**src/rtl/mips_pkg.sv**
```systemverilog
`default_nettype none
// +------------------------------------------------------------------+
// | mips_pkg: opcodes, controller states and datapath mux encodings  |
// | Rev 1.0                                                          |
// +------------------------------------------------------------------+
package mips_pkg;

  localparam logic [5:0] OP_RTYPE = 6'b000000;
  localparam logic [5:0] OP_LW    = 6'b100011;
  localparam logic [5:0] OP_SW    = 6'b101011;
  localparam logic [5:0] OP_BEQ   = 6'b000100;
  localparam logic [5:0] OP_J     = 6'b000010;
  localparam logic [5:0] OP_ADDIU = 6'b001001;

  localparam logic [5:0] FN_ADDU  = 6'b100001;
  localparam logic [5:0] FN_JR    = 6'b001000;

  typedef logic [3:0] state_t;

  localparam logic [3:0] S_FETCH  = 4'd0;
  localparam logic [3:0] S_DECODE = 4'd1;
  localparam logic [3:0] S_MEMADR = 4'd2;
  localparam logic [3:0] S_MEMRD  = 4'd3;
  localparam logic [3:0] S_MEMWB  = 4'd4;
  localparam logic [3:0] S_MEMWR  = 4'd5;
  localparam logic [3:0] S_EXEC   = 4'd6;
  localparam logic [3:0] S_ALUWB  = 4'd7;
  localparam logic [3:0] S_BRANCH = 4'd8;
  localparam logic [3:0] S_JUMP   = 4'd9;
  localparam logic [3:0] S_ADDIEX = 4'd10;
  localparam logic [3:0] S_ADDIWB = 4'd11;
  localparam logic [3:0] S_JR     = 4'd12;
  localparam logic [3:0] S_TRAP   = 4'd13;

  // Shared with the ALU-control decoder.
  typedef enum logic [1:0] {
    ALU_ADD   = 2'b00,
    ALU_SUB   = 2'b01,
    ALU_FUNCT = 2'b10
  } alu_ct_op_e;

  typedef enum logic [1:0] {
    SRCB_B      = 2'b00,
    SRCB_FOUR   = 2'b01,
    SRCB_IMM    = 2'b10,
    SRCB_IMM_SH = 2'b11
  } alu_src_b_e;

  typedef enum logic [1:0] {
    PCS_ALU    = 2'b00,
    PCS_ALUOUT = 2'b01,
    PCS_JUMP   = 2'b10,
    PCS_RS     = 2'b11
  } pc_source_e;

endpackage
`default_nettype wire

```
**src/rtl/mc_main_ctrl_if.sv**
```systemverilog
`default_nettype none
// +------------------------------------------------------------------+
// | mc_main_ctrl_if: controller <-> datapath/memory signal bundle    |
// | Rev 1.0                                                          |
// +------------------------------------------------------------------+
interface mc_main_ctrl_if;
  logic [5:0] opcode;
  logic [5:0] funct;
  logic       zero;
  logic       mem_ready;
  logic       pc_write;
  logic       ir_write;
  logic       mem_read;
  logic       mem_write;
  logic       i_or_d;
  logic       reg_write;
  logic       reg_dst;
  logic       mem_to_reg;
  logic       alu_src_a;
  logic [1:0] alu_src_b;
  logic [1:0] alu_ct_op;
  logic [1:0] pc_source;
  logic       illegal;
  logic [3:0] state;

  modport master (
    input  opcode, funct, zero, mem_ready,
    output pc_write, ir_write, mem_read, mem_write, i_or_d, reg_write,
           reg_dst, mem_to_reg, alu_src_a, alu_src_b, alu_ct_op,
           pc_source, illegal, state
  );

  modport slave (
    output opcode, funct, zero, mem_ready,
    input  pc_write, ir_write, mem_read, mem_write, i_or_d, reg_write,
           reg_dst, mem_to_reg, alu_src_a, alu_src_b, alu_ct_op,
           pc_source, illegal, state
  );
endinterface
`default_nettype wire

```
**src/rtl/mc_next_state.sv**
```systemverilog
`default_nettype none
// +------------------------------------------------------------------+
// | mc_next_state: combinational next-state logic of the controller  |
// | Rev 1.0                                                          |
// +------------------------------------------------------------------+
module mc_next_state
  import mips_pkg::*;
(
  input  logic [3:0] i_state,
  input  logic [5:0] i_opcode,
  input  logic [5:0] i_funct,
  input  logic       i_mem_ready,
  output logic [3:0] o_next_state
);

  always_comb begin
    o_next_state = S_TRAP;
    case (i_state)
      S_FETCH:  o_next_state = i_mem_ready ? S_DECODE : S_FETCH;
      S_DECODE: begin
        case (i_opcode)
          OP_RTYPE: begin
            if (i_funct == FN_ADDU)     o_next_state = S_EXEC;
            else if (i_funct == FN_JR)  o_next_state = S_JR;
            else                        o_next_state = S_TRAP;
          end
          OP_LW, OP_SW: o_next_state = S_MEMADR;
          OP_BEQ:       o_next_state = S_BRANCH;
          OP_J:         o_next_state = S_JUMP;
          OP_ADDIU:     o_next_state = S_ADDIEX;
          default:      o_next_state = S_TRAP;
        endcase
      end
      // Opcode is held in IR, so it still selects load vs store here.
      S_MEMADR: begin
        if (i_opcode == OP_LW)      o_next_state = S_MEMRD;
        else if (i_opcode == OP_SW) o_next_state = S_MEMWR;
        else                        o_next_state = S_TRAP;
      end
      S_MEMRD:  o_next_state = i_mem_ready ? S_MEMWB : S_MEMRD;
      S_MEMWB:  o_next_state = S_FETCH;
      S_MEMWR:  o_next_state = i_mem_ready ? S_FETCH : S_MEMWR;
      S_EXEC:   o_next_state = S_ALUWB;
      S_ALUWB:  o_next_state = S_FETCH;
      S_BRANCH: o_next_state = S_FETCH;
      S_JUMP:   o_next_state = S_FETCH;
      S_ADDIEX: o_next_state = S_ADDIWB;
      S_ADDIWB: o_next_state = S_FETCH;
      S_JR:     o_next_state = S_FETCH;
      default:  o_next_state = S_TRAP;
    endcase
  end

endmodule
`default_nettype wire

```
**src/rtl/mc_main_ctrl.sv**
```systemverilog
`default_nettype none
// +------------------------------------------------------------------+
// | mc_main_ctrl: multicycle MIPS main controller FSM                |
// | Rev 1.0                                                          |
// +------------------------------------------------------------------+
module mc_main_ctrl
  import mips_pkg::*;
(
  input  logic          clk,
  input  logic          rst,
  mc_main_ctrl_if.master bus
);

  state_t     r_state;
  state_t     w_next_state;
  logic       w_pc_write, w_ir_write, w_mem_read, w_mem_write, w_i_or_d;
  logic       w_reg_write, w_reg_dst, w_mem_to_reg, w_alu_src_a, w_illegal;
  logic [1:0] w_alu_src_b, w_alu_ct_op, w_pc_source;

  mc_next_state u_next_state (
    .i_state      (r_state),
    .i_opcode     (bus.opcode),
    .i_funct      (bus.funct),
    .i_mem_ready  (bus.mem_ready),
    .o_next_state (w_next_state)
  );

  always_ff @(posedge clk) begin
    if (!rst) r_state <= S_FETCH;
    else      r_state <= w_next_state;
  end

  always_comb begin
    w_pc_write   = 1'b0;
    w_ir_write   = 1'b0;
    w_mem_read   = 1'b0;
    w_mem_write  = 1'b0;
    w_i_or_d     = 1'b0;
    w_reg_write  = 1'b0;
    w_reg_dst    = 1'b0;
    w_mem_to_reg = 1'b0;
    w_alu_src_a  = 1'b0;
    w_alu_src_b  = SRCB_B;
    w_alu_ct_op  = ALU_ADD;
    w_pc_source  = PCS_ALU;
    w_illegal    = 1'b0;
    case (r_state)
      S_FETCH: begin
        w_mem_read  = 1'b1;
        w_alu_src_b = SRCB_FOUR;
        w_ir_write  = bus.mem_ready;
        w_pc_write  = bus.mem_ready;
      end
      S_DECODE: w_alu_src_b = SRCB_IMM_SH;
      S_MEMADR, S_ADDIEX: begin
        w_alu_src_a = 1'b1;
        w_alu_src_b = SRCB_IMM;
      end
      S_MEMRD: begin
        w_mem_read = 1'b1;
        w_i_or_d   = 1'b1;
      end
      S_MEMWB: begin
        w_reg_write  = 1'b1;
        w_mem_to_reg = 1'b1;
      end
      S_MEMWR: begin
        w_mem_write = 1'b1;
        w_i_or_d    = 1'b1;
      end
      S_EXEC: begin
        w_alu_src_a = 1'b1;
        w_alu_ct_op = ALU_FUNCT;
      end
      S_ALUWB: begin
        w_reg_write = 1'b1;
        w_reg_dst   = 1'b1;
      end
      S_ADDIWB: w_reg_write = 1'b1;
      S_BRANCH: begin
        w_alu_src_a = 1'b1;
        w_alu_ct_op = ALU_SUB;
        w_pc_source = PCS_ALUOUT;
        w_pc_write  = bus.zero;
      end
      S_JUMP: begin
        w_pc_source = PCS_JUMP;
        w_pc_write  = 1'b1;
      end
      S_JR: begin
        w_pc_source = PCS_RS;
        w_pc_write  = 1'b1;
      end
      S_TRAP:  w_illegal = 1'b1;
      default: ;
    endcase
  end

  // Reset masks every output, including the debug state.
  assign bus.pc_write   = w_pc_write   & rst;
  assign bus.ir_write   = w_ir_write   & rst;
  assign bus.mem_read   = w_mem_read   & rst;
  assign bus.mem_write  = w_mem_write  & rst;
  assign bus.i_or_d     = w_i_or_d     & rst;
  assign bus.reg_write  = w_reg_write  & rst;
  assign bus.reg_dst    = w_reg_dst    & rst;
  assign bus.mem_to_reg = w_mem_to_reg & rst;
  assign bus.alu_src_a  = w_alu_src_a  & rst;
  assign bus.alu_src_b  = w_alu_src_b  & {2{rst}};
  assign bus.alu_ct_op  = w_alu_ct_op  & {2{rst}};
  assign bus.pc_source  = w_pc_source  & {2{rst}};
  assign bus.illegal    = w_illegal    & rst;
  assign bus.state      = r_state      & {4{rst}};

endmodule
`default_nettype wire

```
**src/flat_wrapper.sv**
```systemverilog
// flat-port wrapper written by rule: the top's interface ports become plain ports
module mc_main_ctrl_flat import mips_pkg::*;
  (clk, rst, bus_opcode, bus_funct, bus_zero, bus_mem_ready, bus_pc_write, bus_ir_write, bus_mem_read, bus_mem_write, bus_i_or_d, bus_reg_write, bus_reg_dst, bus_mem_to_reg, bus_alu_src_a, bus_alu_src_b, bus_alu_ct_op, bus_pc_source, bus_illegal, bus_state);
  mc_main_ctrl_if bus_i ();
  input  logic clk;
  input  logic rst;
  input wire logic [$bits(bus_i.opcode)-1:0] bus_opcode;
  input wire logic [$bits(bus_i.funct)-1:0] bus_funct;
  input wire logic [$bits(bus_i.zero)-1:0] bus_zero;
  input wire logic [$bits(bus_i.mem_ready)-1:0] bus_mem_ready;
  output wire logic [$bits(bus_i.pc_write)-1:0] bus_pc_write;
  output wire logic [$bits(bus_i.ir_write)-1:0] bus_ir_write;
  output wire logic [$bits(bus_i.mem_read)-1:0] bus_mem_read;
  output wire logic [$bits(bus_i.mem_write)-1:0] bus_mem_write;
  output wire logic [$bits(bus_i.i_or_d)-1:0] bus_i_or_d;
  output wire logic [$bits(bus_i.reg_write)-1:0] bus_reg_write;
  output wire logic [$bits(bus_i.reg_dst)-1:0] bus_reg_dst;
  output wire logic [$bits(bus_i.mem_to_reg)-1:0] bus_mem_to_reg;
  output wire logic [$bits(bus_i.alu_src_a)-1:0] bus_alu_src_a;
  output wire logic [$bits(bus_i.alu_src_b)-1:0] bus_alu_src_b;
  output wire logic [$bits(bus_i.alu_ct_op)-1:0] bus_alu_ct_op;
  output wire logic [$bits(bus_i.pc_source)-1:0] bus_pc_source;
  output wire logic [$bits(bus_i.illegal)-1:0] bus_illegal;
  output wire logic [$bits(bus_i.state)-1:0] bus_state;
  assign bus_i.opcode = bus_opcode;
  assign bus_i.funct = bus_funct;
  assign bus_i.zero = bus_zero;
  assign bus_i.mem_ready = bus_mem_ready;
  assign bus_pc_write = bus_i.pc_write;
  assign bus_ir_write = bus_i.ir_write;
  assign bus_mem_read = bus_i.mem_read;
  assign bus_mem_write = bus_i.mem_write;
  assign bus_i_or_d = bus_i.i_or_d;
  assign bus_reg_write = bus_i.reg_write;
  assign bus_reg_dst = bus_i.reg_dst;
  assign bus_mem_to_reg = bus_i.mem_to_reg;
  assign bus_alu_src_a = bus_i.alu_src_a;
  assign bus_alu_src_b = bus_i.alu_src_b;
  assign bus_alu_ct_op = bus_i.alu_ct_op;
  assign bus_pc_source = bus_i.pc_source;
  assign bus_illegal = bus_i.illegal;
  assign bus_state = bus_i.state;
  mc_main_ctrl u_core (.clk(clk), .rst(rst), .bus(bus_i));
endmodule
```
**config.mk**
```make
export PLATFORM = sky130hd
export DESIGN_NAME = mc_main_ctrl_flat
export DESIGN_NICKNAME = d
export VERILOG_FILES = /design/src/rtl/mips_pkg.sv /design/src/rtl/mc_main_ctrl_if.sv /design/src/rtl/mc_next_state.sv /design/src/rtl/mc_main_ctrl.sv /design/src/flat_wrapper.sv
export SDC_FILE = /design/constraint.sdc
export NUM_CORES = 1
export LEC_CHECK = 0
export CORE_MARGIN = 8
export CORE_UTILIZATION = 40
export CTS_CLUSTER_DIAMETER = 120
export DETAILED_ROUTE_END_ITERATION = 6
export MAX_ROUTING_LAYER = met4
export PLACE_DENSITY = 0.83
export SYNTH_ARGS = -nofsm -noshare
export SYNTH_HDL_FRONTEND = slang
export SYNTH_SLANG_ARGS = --single-unit
```
**constraint.sdc**
```tcl
create_clock -name clk -period 4.3 [get_ports clk]
set_clock_uncertainty 0.2 [all_clocks]
set_input_delay 0.86 -clock clk [delete_from_list [all_inputs] [get_ports clk]]
set_output_delay 0.86 -clock clk [all_outputs]
set_load 0.005 [all_outputs]
```
==> flow_metrics.env <==
export IMPL_synthFlopType="dfxtp_1"
export IMPL_worst_pin_slew_ps=567
export IMPL_wirelength_mm=2.13
export IMPL_path_cells="clkdlybuf4s50_1, and2_1, nand2b_1, nor3b_1, clkdlybuf4s50_1"
export IMPL_slowest_delay_ps=680
export IMPL_synthTopCellsByArea="dfxtp_1 12%, nor2_1 8.8%, nor3_1 6.2%"
export IMPL_maxUsedRoutingLayer="met4"
export IMPL_fill_cells=133
export IMPL_syn_to_final_growth_pct=57.0
export IMPL_drt_met1_wl_um=919
export IMPL_slew_limit_headroom_pct=62.2
export IMPL_met2_wirelength_um=982
export IMPL_p_seq_share_pct=28.1
export IMPL_critical_path_class="input pin to output port"
export IMPL_largest_reg_flops=4
export IMPL_synthDistinctLibCells=38
export IMPL_diodes=0
export IMPL_finalPower_w=0.000199
export IMPL_avgSynthCellArea_um2=6.18
export IMPL_synth_xor_area_share_pct=5.45
export IMPL_io_pins=36
export IMPL_critPathMaxFanout=10
export IMPL_setup_tns_ps=0
export IMPL_drc=0
export IMPL_synth_edf_count=0
export IMPL_cp_arrival_ps=2760
export IMPL_worst_path_stages=5
export IMPL_root_buffer="clkbuf_4"
export IMPL_synth_compound_area_share_pct=31.1
export IMPL_ctsHoldBuffers=0
export IMPL_initial_core_util_pct=42.7
export IMPL_core_mm2=0.00151
export IMPL_p_comb_share_pct=46.4
export IMPL_post_drt_wl_per_cell_um=14.1
export IMPL_gr_total_overflow=0
export IMPL_seq_area_frac_synth_pct=12.5
export IMPL_switching_power_w=0.0000733
export IMPL_finalCritPeriodShare_pct=88.9
export IMPL_cts_repair_resized=0
export IMPL_ys_seq_elements=4
export IMPL_fin_crit_ps=3820
export IMPL_required_ps=3240
export IMPL_swShare_pct=36.8
export IMPL_num_vias=857
export IMPL_drive_above_1_share_pct=4.44
export IMPL_place_gp_congestion=0.934
export IMPL_row_count=14
export IMPL_fmax_mhz=262
export IMPL_place_area_um2=987
export IMPL_top_register="u_core.r_state"
export IMPL_dr_pass1_iters=4
export IMPL_fin_ws_ps=477
export IMPL_cts_sinks=4
export IMPL_grt_pass1_wl_mm=3.80
export IMPL_ir_drop_uv=147
export IMPL_cp_slowest_cell="clkdlybuf4s50_1"
export IMPL_drv_slew=0
export IMPL_postCtsSetupRepairBufs=0
export IMPL_async_flop_share_pct=0
export IMPL_htree_levels=1
export IMPL_ant_nets=0
export IMPL_met3_length_um=183
export IMPL_p_per_area_mw_per_mm2=197
export IMPL_vias_per_cell=5.68
export IMPL_crit_family="buffers and inverters"
export IMPL_status="complete, no violations"
export IMPL_syn_num_nets=120
export IMPL_critPathCaptureType="output port"
export IMPL_clkPwrFrac_pct=25.4
export IMPL_synthCells=104
export IMPL_p_int_w=0.000126
export IMPL_synth_top_area_share_pct=12.5
export IMPL_synth_fa_ha_area_share_pct=0
export IMPL_setup_viol=0
export IMPL_maxCapViolations=0
export IMPL_clock_latency_ps=250
export IMPL_clk_pin_slew_ps=40
export IMPL_min_path_type="flip-flop to flip-flop"
export IMPL_synth_simple_area_share_pct=44.6
export IMPL_synth_mux_area_share_pct=0
export IMPL_antenna_found_initial=0
export IMPL_io_buffers=35
export IMPL_yosysWarningCount=0
export IMPL_die_w_um=56.1
export IMPL_syn_area_um2=643
export IMPL_cp_common_cell="clkdlybuf4s50_1"
export IMPL_rsz0062_at_grt="false"
export IMPL_drtIter0Drc=37
export IMPL_grt_start_max_net_pins=20
export IMPL_die_height_um=56.1
export IMPL_hold_depth=2
export IMPL_synth_top_cell_by_area="dfxtp_1"
export IMPL_reg_largest_list="u_core.r_state (4)"
export IMPL_dieArea_mm2=0.00315
export IMPL_place_worst_setup_slack_ps=540
export IMPL_final_nets=153
export IMPL_final_area_mm2=0.00101
export IMPL_hold_viol=0
export IMPL_r2r_worst_path_cells=4
export IMPL_grtUsageTotal_pct=14.2
export IMPL_cts_tree="built"
export IMPL_cts_made_buffers=3
export IMPL_grt_pass1_vias=842
export IMPL_clock_tree_buffer_depth=2
export IMPL_synth_top_family_by_area="simple AND/OR/NAND/NOR gates"
export IMPL_hpwl_mm=1.68
export IMPL_critPathLaunchType="input pin"
export IMPL_p_leak_nw=0.388
export IMPL_crit_buf_inv=2
per-layer routing:
layer | GRT usage [%] | up-vias
li1 | - | 446
met1 | 15.6 | 361
met2 | 22.8 | 46
met3 | 4.34 | 4
met4 | 6.53 | 0
met5 | - | -
synth_stat cells (4+ instances only):
library cell  number
nand2_1            9
inv_1              4
nor2_1            15
nor3_1             8
nor2b_1            4
o21ai_0            5
dfxtp_1            4
nand3_1            4
a21oi_1            5
clkbuf_1           6
nand2b_1           5
logic make-up (layout without fill, tap and decap cells):
kind of cell | count (synthesis) | in the layout
AOI/OAI and AO/OA | 29 | 29
buffers and inverters | 11 | 42
and+or+nand+nor | 56 | 56
xor gates and xnor gates | 4 | 4
DFF | 4 | 4
layout by cell type (no fill, tap or decap), types with 2 or more instances in the layout:
cell type	Yosys	layout
o31ai_1	2	2
inv_1	4	4
a21oi_1	5	5
clkdlybuf4s50_1	0	35
clkbuf_4	0	3
nor4_1	2	2
nor2b_1	4	4
a31oi_1	2	2
xor2_1	2	2
a211oi_1	2	2
xnor2_1	2	2
nand2_1	9	9
nand3_1	4	4
nor3b_1	2	2
nor3_1	8	8
nand2b_1	5	5
dfxtp_1	4	4
o21ai_0	5	5
nor2_1	15	15
and2_1	2	2
final cells by class:
cell class              instances  area, um2  share of cell area [%]
multi-input cells              89        522                    51.7
well taps                      16       20.0                    1.98
clock buffers                   3       22.5                    2.23
inverters                       4       15.0                    1.49
repair buffers                 35        350                    34.7
flip-flops and latches          4       80.1                    7.93
final timing paths:
kind	startpoint	slack, ps	endpoint
worst max-delay path	rst	480	bus_alu_ct_op[1]
worst min-delay path	u_core.r_state[1]	590	u_core.r_state[1]
worst max register to register	u_core.r_state[0]	2530	u_core.r_state[0]
worst min register to register	u_core.r_state[1]	590	u_core.r_state[1]
stage by stage:
step | hold slack [ps] | cells | util, %
after floorplan | 442 | 104 | -
after global placement | 573 | 148 | 65.5
after detailed placement | 569 | 148 | 65.5
after CTS | 573 | 151 | 67.0
after global routing | 638 | 151 | 67.0
final | 592 | 151 | 67.0
worst reg2reg max path: cells and delay by family, from the launching register on:
| family | cells | cell delay (ps) |
|---|---|---|
| simple gates | 1 | 310 |
| flops | 1 | 670 |
| compound gates | 3 | 530 |
power by group through the flow:
stage	Combinational, W	Sequential (W)	Clock, W
after floorplan	0.0000588	0.0000430	0
after global placement	0.0000912	0.0000561	0
after detailed placement	0.0000923	0.0000563	0
after CTS	0.0000925	0.0000557	0.0000511
after global routing	0.000103	0.0000579	0.0000533
final	0.0000924	0.0000559	0.0000506
Note: power is estimated with default switching activity, not from simulation.
